### src/rtl/uart_cmd_responder.sv
// uart_cmd_responder: host command link endpoint. Receives 16-bit commands as
// two 8N1 UART bytes on RX, hands them to the consumer with a cmd_rdy level, and
// serialises 8-bit responses back on TX. RX and TX run independently.
module uart_cmd_responder #(
    parameter int BAUD_DIV = 3472
) (
    input  logic        clk,
    input  logic        rst_n,
    input  logic        RX,
    output logic        TX,
    output logic [15:0] cmd,
    output logic        cmd_rdy,
    input  logic        clr_cmd_rdy,
    input  logic [7:0]  resp,
    input  logic        send_resp,
    output logic        tx_busy,
    output logic        resp_sent
);

    localparam int CW = $clog2(BAUD_DIV) + 1;
    localparam logic [CW-1:0] BIT_LAST  = CW'(BAUD_DIV - 1);
    localparam logic [CW-1:0] HALF_LAST = CW'(BAUD_DIV / 2 - 1);

    typedef enum logic [1:0] {RX_IDLE, RX_START, RX_DATA, RX_STOP} rx_state_t;
    typedef enum logic       {WAIT_HI, WAIT_LO}                    asm_state_t;
    typedef enum logic [1:0] {TX_IDLE, TX_START, TX_DATA, TX_STOP} tx_state_t;

    logic rx_meta, rx_sync, rx_prev;

    rx_state_t   rx_state, rx_next;
    logic [CW-1:0] rx_cnt, rx_cnt_next;
    logic [2:0]  rx_bit, rx_bit_next;
    logic [7:0]  rx_shift, rx_shift_next;
    logic        rx_ferr, rx_ferr_next;
    logic        byte_done, frame_err;

    asm_state_t  asm_state, asm_next;

    tx_state_t   tx_state, tx_next;
    logic [CW-1:0] tx_cnt, tx_cnt_next;
    logic [2:0]  tx_bit, tx_bit_next;
    logic [7:0]  tx_data, tx_data_next;
    logic        tx_line_next;

    // Two-flop synchroniser for RX plus one history flop for falling-edge detection
    always_ff @(posedge clk or negedge rst_n) begin
        if (!rst_n) begin
            rx_meta <= 1'b1;
            rx_sync <= 1'b1;
            rx_prev <= 1'b1;
        end else begin
            rx_meta <= RX;
            rx_sync <= rx_meta;
            rx_prev <= rx_sync;
        end
    end

    // RX state and datapath registers
    always_ff @(posedge clk or negedge rst_n) begin
        if (!rst_n) begin
            rx_state <= RX_IDLE;
            rx_cnt   <= '0;
            rx_bit   <= '0;
            rx_shift <= '0;
            rx_ferr  <= 1'b0;
        end else begin
            rx_state <= rx_next;
            rx_cnt   <= rx_cnt_next;
            rx_bit   <= rx_bit_next;
            rx_shift <= rx_shift_next;
            rx_ferr  <= rx_ferr_next;
        end
    end

    // RX next-state logic: mid-bit sampling timed from the start edge
    always_comb begin
        rx_next       = rx_state;
        rx_cnt_next   = rx_cnt + CW'(1);
        rx_bit_next   = rx_bit;
        rx_shift_next = rx_shift;
        rx_ferr_next  = rx_ferr;
        byte_done     = 1'b0;
        frame_err     = 1'b0;
        case (rx_state)
            RX_IDLE: begin
                rx_cnt_next = '0;
                if (rx_prev && !rx_sync) begin
                    rx_next = RX_START;
                end
            end
            RX_START: begin
                if (rx_cnt == HALF_LAST) begin
                    rx_cnt_next = '0;
                    rx_bit_next = '0;
                    rx_next     = rx_sync ? RX_IDLE : RX_DATA;
                end
            end
            RX_DATA: begin
                if (rx_cnt == BIT_LAST) begin
                    rx_cnt_next   = '0;
                    rx_shift_next = {rx_sync, rx_shift[7:1]};
                    rx_bit_next   = rx_bit + 3'd1;
                    if (rx_bit == 3'd7) begin
                        rx_next = RX_STOP;
                    end
                end
            end
            RX_STOP: begin
                if (rx_ferr) begin
                    rx_cnt_next = '0;
                    if (rx_sync) begin
                        rx_ferr_next = 1'b0;
                        rx_next      = RX_IDLE;
                    end
                end else if (rx_cnt == BIT_LAST) begin
                    rx_cnt_next = '0;
                    if (rx_sync) begin
                        byte_done = 1'b1;
                        rx_next   = RX_IDLE;
                    end else begin
                        frame_err    = 1'b1;
                        rx_ferr_next = 1'b1;
                    end
                end
            end
            default: rx_next = RX_IDLE;
        endcase
    end

    // Byte-assembly state register
    always_ff @(posedge clk or negedge rst_n) begin
        if (!rst_n) begin
            asm_state <= WAIT_HI;
        end else begin
            asm_state <= asm_next;
        end
    end

    // Byte-assembly next state: a framing error realigns to the high byte
    always_comb begin
        asm_next = asm_state;
        if (frame_err) begin
            asm_next = WAIT_HI;
        end else if (byte_done) begin
            asm_next = (asm_state == WAIT_HI) ? WAIT_LO : WAIT_HI;
        end
    end

    // Command capture; completing low byte takes priority over a clear
    always_ff @(posedge clk or negedge rst_n) begin
        if (!rst_n) begin
            cmd     <= '0;
            cmd_rdy <= 1'b0;
        end else if (byte_done && !frame_err && asm_state == WAIT_LO) begin
            cmd[7:0] <= rx_shift;
            cmd_rdy  <= 1'b1;
        end else if (byte_done && !frame_err && asm_state == WAIT_HI) begin
            cmd[15:8] <= rx_shift;
            cmd_rdy   <= 1'b0;
        end else if (clr_cmd_rdy) begin
            cmd_rdy <= 1'b0;
        end
    end

    // TX state, datapath and registered line output
    always_ff @(posedge clk or negedge rst_n) begin
        if (!rst_n) begin
            tx_state <= TX_IDLE;
            tx_cnt   <= '0;
            tx_bit   <= '0;
            tx_data  <= '0;
            TX       <= 1'b1;
        end else begin
            tx_state <= tx_next;
            tx_cnt   <= tx_cnt_next;
            tx_bit   <= tx_bit_next;
            tx_data  <= tx_data_next;
            TX       <= tx_line_next;
        end
    end

    // TX next-state logic: each cell lasts BAUD_DIV cycles, line follows next state
    always_comb begin
        tx_next      = tx_state;
        tx_cnt_next  = tx_cnt + CW'(1);
        tx_bit_next  = tx_bit;
        tx_data_next = tx_data;
        case (tx_state)
            TX_IDLE: begin
                tx_cnt_next = '0;
                if (send_resp) begin
                    tx_data_next = resp;
                    tx_next      = TX_START;
                end
            end
            TX_START: begin
                if (tx_cnt == BIT_LAST) begin
                    tx_cnt_next = '0;
                    tx_bit_next = '0;
                    tx_next     = TX_DATA;
                end
            end
            TX_DATA: begin
                if (tx_cnt == BIT_LAST) begin
                    tx_cnt_next = '0;
                    if (tx_bit == 3'd7) begin
                        tx_next = TX_STOP;
                    end else begin
                        tx_bit_next = tx_bit + 3'd1;
                    end
                end
            end
            TX_STOP: begin
                if (tx_cnt == BIT_LAST) begin
                    tx_cnt_next = '0;
                    tx_next     = TX_IDLE;
                end
            end
            default: tx_next = TX_IDLE;
        endcase
        case (tx_next)
            TX_START: tx_line_next = 1'b0;
            TX_DATA:  tx_line_next = tx_data_next[tx_bit_next];
            default:  tx_line_next = 1'b1;
        endcase
    end

    assign tx_busy   = (tx_state != TX_IDLE);
    assign resp_sent = (tx_state == TX_STOP) && (tx_cnt == BIT_LAST);

endmodule

### config.mk
export PLATFORM = sky130hd
export DESIGN_NAME = uart_cmd_responder
export DESIGN_NICKNAME = d
export VERILOG_FILES = /design/src/rtl/uart_cmd_responder.sv
export SDC_FILE = /design/constraint.sdc
export NUM_CORES = 1
export LEC_CHECK = 0
export CELL_PAD_IN_SITES_DETAIL_PLACEMENT = 1
export CELL_PAD_IN_SITES_GLOBAL_PLACEMENT = 1
export CORE_MARGIN = 2
export CORE_UTILIZATION = 35
export DETAILED_ROUTE_END_ITERATION = 12
export PLACE_DENSITY_LB_ADDON = 0.1
export SLEW_MARGIN = 0
export SYNTH_ARGS = -nofsm -noshare
export SYNTH_HDL_FRONTEND = slang
export SYNTH_SLANG_ARGS = --single-unit
### constraint.sdc
create_clock -name clk -period 3.8 [get_ports clk]
set_input_delay 0.76 -clock clk [delete_from_list [all_inputs] [get_ports clk]]
set_output_delay 0.76 -clock clk [all_outputs]
set_load 0.02 [all_outputs]
==> After elaboration in Yosys (flattened, before gate mapping) <==
Cells that the tools add are included.
{ "word_totals": {"regBits": 75, "input_bits": 13, "output_inout_bits": 20, "elab_cells": 108} }
{ "op_classes": {"addsub": 4, "order_cmp": 1, "eq_ne": 18, "muxes": 48, "bitwise": 2, "reduce_logical": 18} }
{ "ops": {"columns": ["operator", "count"], "rows": [
  ["$mux 13", 4],
  ["$pmux 13 s4", 1],
  ["$add 13x1->13 const B", 2],
  ["$eq 13x12->1 const B", 2],
  ["$mux 2", 13],
  ["$pmux 13 s2", 1],
  ["$mux 1", 16],
  ["$mux 8", 2],
  ["$pmux 2 s4", 2],
  ["$mux 3", 5],
  ["$eq 13x11->1 const B", 1],
  ["$pmux 3 s2", 2],
  ["$eq 2x2->1 const B", 5],
  ["$ne 2x2->1 const B", 4],
  ["$add 3x1->3 const B", 2],
  ["$eq 2x1->1 const B", 3],
  ["$eq 3x3->1 const B", 2],
  ["$reduce_bool 2->1", 3],
  ["$logic_and 1x1->1", 5],
  ["$reduce_and 5->1", 1],
  ["$logic_not 2->1", 2],
  ["$lt 3x4->1 const B", 1],
  ["$reduce_and 2->1", 2],
  ["$bmux 1 s3", 1],
  ["7 further kinds", 9]
]} }

==> Logic depth before layout (Yosys ltp) <==
{ "logic_depth": {"ltp_word": 9, "depth_mapped": 10, "mapped_depth_nobuf": 10} }

==> Least setup slack after synthesis <==
No wires, ideal clock.
{ "synth_path": {"path_kind": "reg2reg", "start": "reg tx_state[0]", "end": "reg TX", "setup_time_ps": 81, "arrival_time_ps": 2032, "required_time_ps": 3719, "setup_slack_ps": 1687, "path_stages_with_launch": 10, "path_buffers": 0, "period_less_slack_ps": 2113, "cell_sequence": "dfrtp_1 > inv_1 > ha_1 > nor3b_1 > a41oi_2 > a21oi_1 > inv_2 > nor4_2 > a2111oi_2 > a32oi_1"} }
{ "synth_via": {"elab_chain_cells": 5, "elab_cells_between_ends": 17, "classes_between": "eq/ne: 5; mux: 11; reduce/logical: 1"} }
{ "synth_rtl": {"columns": ["element", "line_no", "text"], "rows": [
  ["start, declared", "39", "tx_state_t tx_state, tx_next;"],
  ["start signal, assigned", "174", "tx_state <= tx_next;"],
  ["$eq 2x2->1 / $eq 2x1->1 (equally long branches)", "188", "case (tx_state)"],
  ["$pmux 3 s2 (*)", "188", null],
  ["via tx_bit_next[0]", "41", "logic [2:0] tx_bit, tx_bit_next;"],
  ["$bmux 1 s3 (*)", "223", "TX_DATA: tx_line_next = tx_data_next[tx_bit_next];"],
  ["$mux 1 (not written as such) (*)", "223", null],
  ["$pmux 1 s2 (*)", "221", "case (tx_next)"],
  ["via tx_line_next", "43", "logic tx_line_next;"],
  ["end signal, assigned", "178", "TX <= tx_line_next;"],
  ["end, declared", "10", "output logic TX,"]
]} }
The timed path passes the listed nets; every way through them passes the cells marked *. The select of a mux whose other input is x is not followed.
A chain may end at the register's enable or synchronous reset.

==> Worst setup path after layout <==
{ "layout_path": {"start": "reg tx_cnt[0]", "end": "out resp_sent"} }
{ "layout_via": {"elab_chain_cells": 2} }
{ "layout_rtl": {"columns": ["element", "line_no", "text"], "rows": [
  ["start, declared", "40", "logic [CW-1:0] tx_cnt, tx_cnt_next;"],
  ["start signal, assigned", "175", "tx_cnt <= tx_cnt_next;"],
  ["$eq 13x12->1", "229", "assign resp_sent = (tx_state == TX_STOP) && (tx_cnt == BIT_LAST);"],
  ["$logic_and 1x1->1", "229", null],
  ["end, declared", "17", "output logic resp_sent"]
]} }
No other way between the ends.

==> impl_metrics.csv <==
group,metric,value,unit
global_route,met3_usage,0.0390,
timing,fin_crit,2.93,ns
timing,maxSlewHeadroom,0.347,
setup_path,required,3.04,ns
timing,fin_skew,0.0144,ns
clock_tree,cts_resized,0,
setup_path,end_kind,"primary output",
power_and_ir_drop,pwr-share-clk,0.412,
setup_path,critPathLaunchType,"flop",
power_and_ir_drop,power.internal,1250,uW
placement,post-place-ws,1.22,ns
final_layout,multi_input_area,1510,um2
clock_tree,cts_buffers,9,
final_layout,final_area,4160,um2
clock_tree,ctsRootBufferMaster,"clkbuf_8",
detailed_routing,drtIter0Drc,48,
synth,syn_inst,309,
synth,avgSynthCellArea,11.3,um2
detailed_routing,ant_nets,0,
detailed_routing,drc,0,
timing,drv_slew,0,
timing,worstMarginPinSlew,0.979,ns
power_and_ir_drop,powerDensity,409,nW/um2
timing,rsz0062_at_grt,"false",
hold_path,min_path_cells,0,
clock_tree,cts_tree,"built",
final_layout,insertedDiodeCount,0,
clock_tree,cts.path.max_buffers,2,
placement,dpl.hpwl,4820,um
timing,fin_crit_sh,0.771,
die,num_rows,36,
synth,synth.most_common_cell,"dfrtp_1",
global_route,met1_usage,0.190,
final_layout,nNetsFinal,369,
timing,timing.fmax,341,MHz
clock_tree,cts_setup_buffers,0,
timing,hold_viol_final,0,
global_route,grtUsageTotal,0.147,
power_and_ir_drop,seq_power_share,0.510,
clock_tree,clk_pin_slew,0.08,ns
clock_tree,clk_latency,0.35,ns
detailed_routing,first_pass_iters,4,
setup_path,reg2reg_depth,8,
detailed_routing,totalWireLength,7170,um
clock_tree,htreeDepth,3,
setup_path,crit_type,"flop to primary output",
power_and_ir_drop,switching_power,449,uW
placement,gp_congestion,0.746,
synth,post-synth-top-area-fraction,0.511,
flow_run,cap_violations,0,
synth,syn_nets,331,
power_and_ir_drop,pwr-share-comb,0.078,
die,core_area,9730,um2
detailed_routing,wl_per_cell,14.8,um
synth,netlist_area,3480,um2
die,io_pins,33,
clock_tree,cts.sinks,75,
final_layout,instances_no_fill,485,
synth,synth_edf_count,0,
global_route,overflow,0,
die,fp.dieH,104,um
timing,fin_tns_setup,0,ns
die,die_w,104,um
placement,dpl_cell_area,3940,um2
final_layout,fillers,1092,
timing,setup_viol,0,
global_route,grt_max_degree,76,
timing,fin_ws,0.870,ns
global_route,use_met2,0.240,
hold_path,hp-class,"flop to flop",
final_layout,seq_area,1880,um2
synth,ys.flop_type,"dfrtp_1",
synth,synth.distinct_cells,57,
power_and_ir_drop,vdd_ir_drop_max,0.194,mV
synth,synth_common_cells,"dfrtp_1 (71), nand2_1 (42), nor2_1 (34)",
die,dieArea,10800,um2
clock_tree,hold_buffers,0,
placement,io_buffers,32,
setup_path,reg2reg_slack,1.38,ns
status,status,"complete, no violations",
die,start_util,0.358,
global_route,grt_first_pass_wirelength,12700,um
synth,synth_area_leaders,"dfrtp_1 (51%), mux2_1 (4.5%), nand2_1 (4.5%)",
placement,dp_cells,469,
power_and_ir_drop,p_leak,0.00200,uW
detailed_routing,post_drt_via_cell_ratio,4.84,
synth,ys_warn_count,0,
synth,ys_ff_latch,75,
power_and_ir_drop,swShare,0.264,
global_route,antenna_found_initial,0,
synth,async_flop_share,1.00,
setup_path,cp.arrival,2.17,ns
final_layout,layout-drive-gt1-share,0.142,
detailed_routing,vias,2346,
global_route,grt_pass1_vias,2554,
final_layout,syn_to_final_growth,19.6,%
setup_path,worstPathMaxFanout,6,
synth,yosysSeqAreaShare,0.541,
synth,synth_top_cell_by_area,"dfrtp_1",
global_route,busiest_layer,"met2",
-- critical path, cell delays in order (launching register included) --
cell and delay (ns):
dfrtp_1 0.37, ha_1 0.18, and3_1 0.28, and4_4 0.29, and2_1 0.12, clkdlybuf4s50_1 0.59
-- worst paths after layout --
path / endpoint / from
max: resp_sent / tx_cnt[0]
min: rx_sync / rx_meta
max reg2reg: TX / tx_cnt[0]
min reg2reg: rx_sync / rx_meta
max in group asynchronous: tx_cnt[6] / rst_n
min in group asynchronous: tx_data[6] / rst_n
-- kinds of logic after synthesis --
group                      after synthesis  synth area share
adders and majority gates                9            0.0324
xor gates and xnor gates                19            0.0478
DFF                                     75             0.541
muxes                                   28            0.0888
and+or+nand+nor                        125             0.192
buffers and inverters                   20            0.0252
AOI/OAI and AO/OA                       33            0.0723
-- cell type report --
class,instances,area share
multi-input cells,214,0.363
repair buffers,32,0.0764
clock inverters,7,0.0241
inverters,15,0.0147
clock buffers,9,0.0298
well taps,133,0.0400
flip-flops and latches,75,0.452
-- through the flow --
stage | total power, uW | hold WS, ns | utilization
finish | 1700 | 0.360 | 0.428
global route | 1790 | 0.368 | 0.428
CTS | 1740 | 0.362 | 0.428
detailed placement | 1020 | 0.349 | 0.405
global placement | 1010 | 0.346 | 0.405
floorplan | 964 | 0.345 | -
-- layer usage --
metal | wire [um] | vias up
met4 | 107 | 0
li1 | - | 1140
met5 | 0 | -
met1 | 3370 | 1172
met2 | 3510 | 24
met3 | 187 | 10
-- power by group through the flow --
stage	combinational, uW	sequential, uW	clock [uW]
2_1_floorplan	107	857	0
3_3_place_gp	132	883	0
3_5_place_dp	136	883	0
4_1_cts	137	868	731
5_1_grt	155	875	759
6_report	133	867	701
-- sequential cells by signal, summed over array words and instances, names as in the netlist, named ones only --
register / count
rx_bit: 3
tx_bit: 3
tx_data: 8
rx_sync: 1
tx_cnt: 13
asm_state: 1
cmd: 16
cmd_rdy: 1
rx_ferr: 1
rx_shift: 8
tx_state: 2
rx_meta: 1
rx_cnt: 13
rx_prev: 1
rx_state: 1
TX: 1
-- placed cells by master, fill, tap and decap left out, types with 6 or more instances in the layout --
cell type and n:
mux2_1 14, nand3_1 10, and3_1 9, inv_1 11, nand2_1 42, ha_1 9
xnor2_1 11, xor2_1 8, dfrtp_1 71, clkbuf_8 9, clkdlybuf4s50_1 31, o21ai_0 6
mux2_2 9, nor2_1 34
Note: power is estimated with default switching activity, not from simulation.
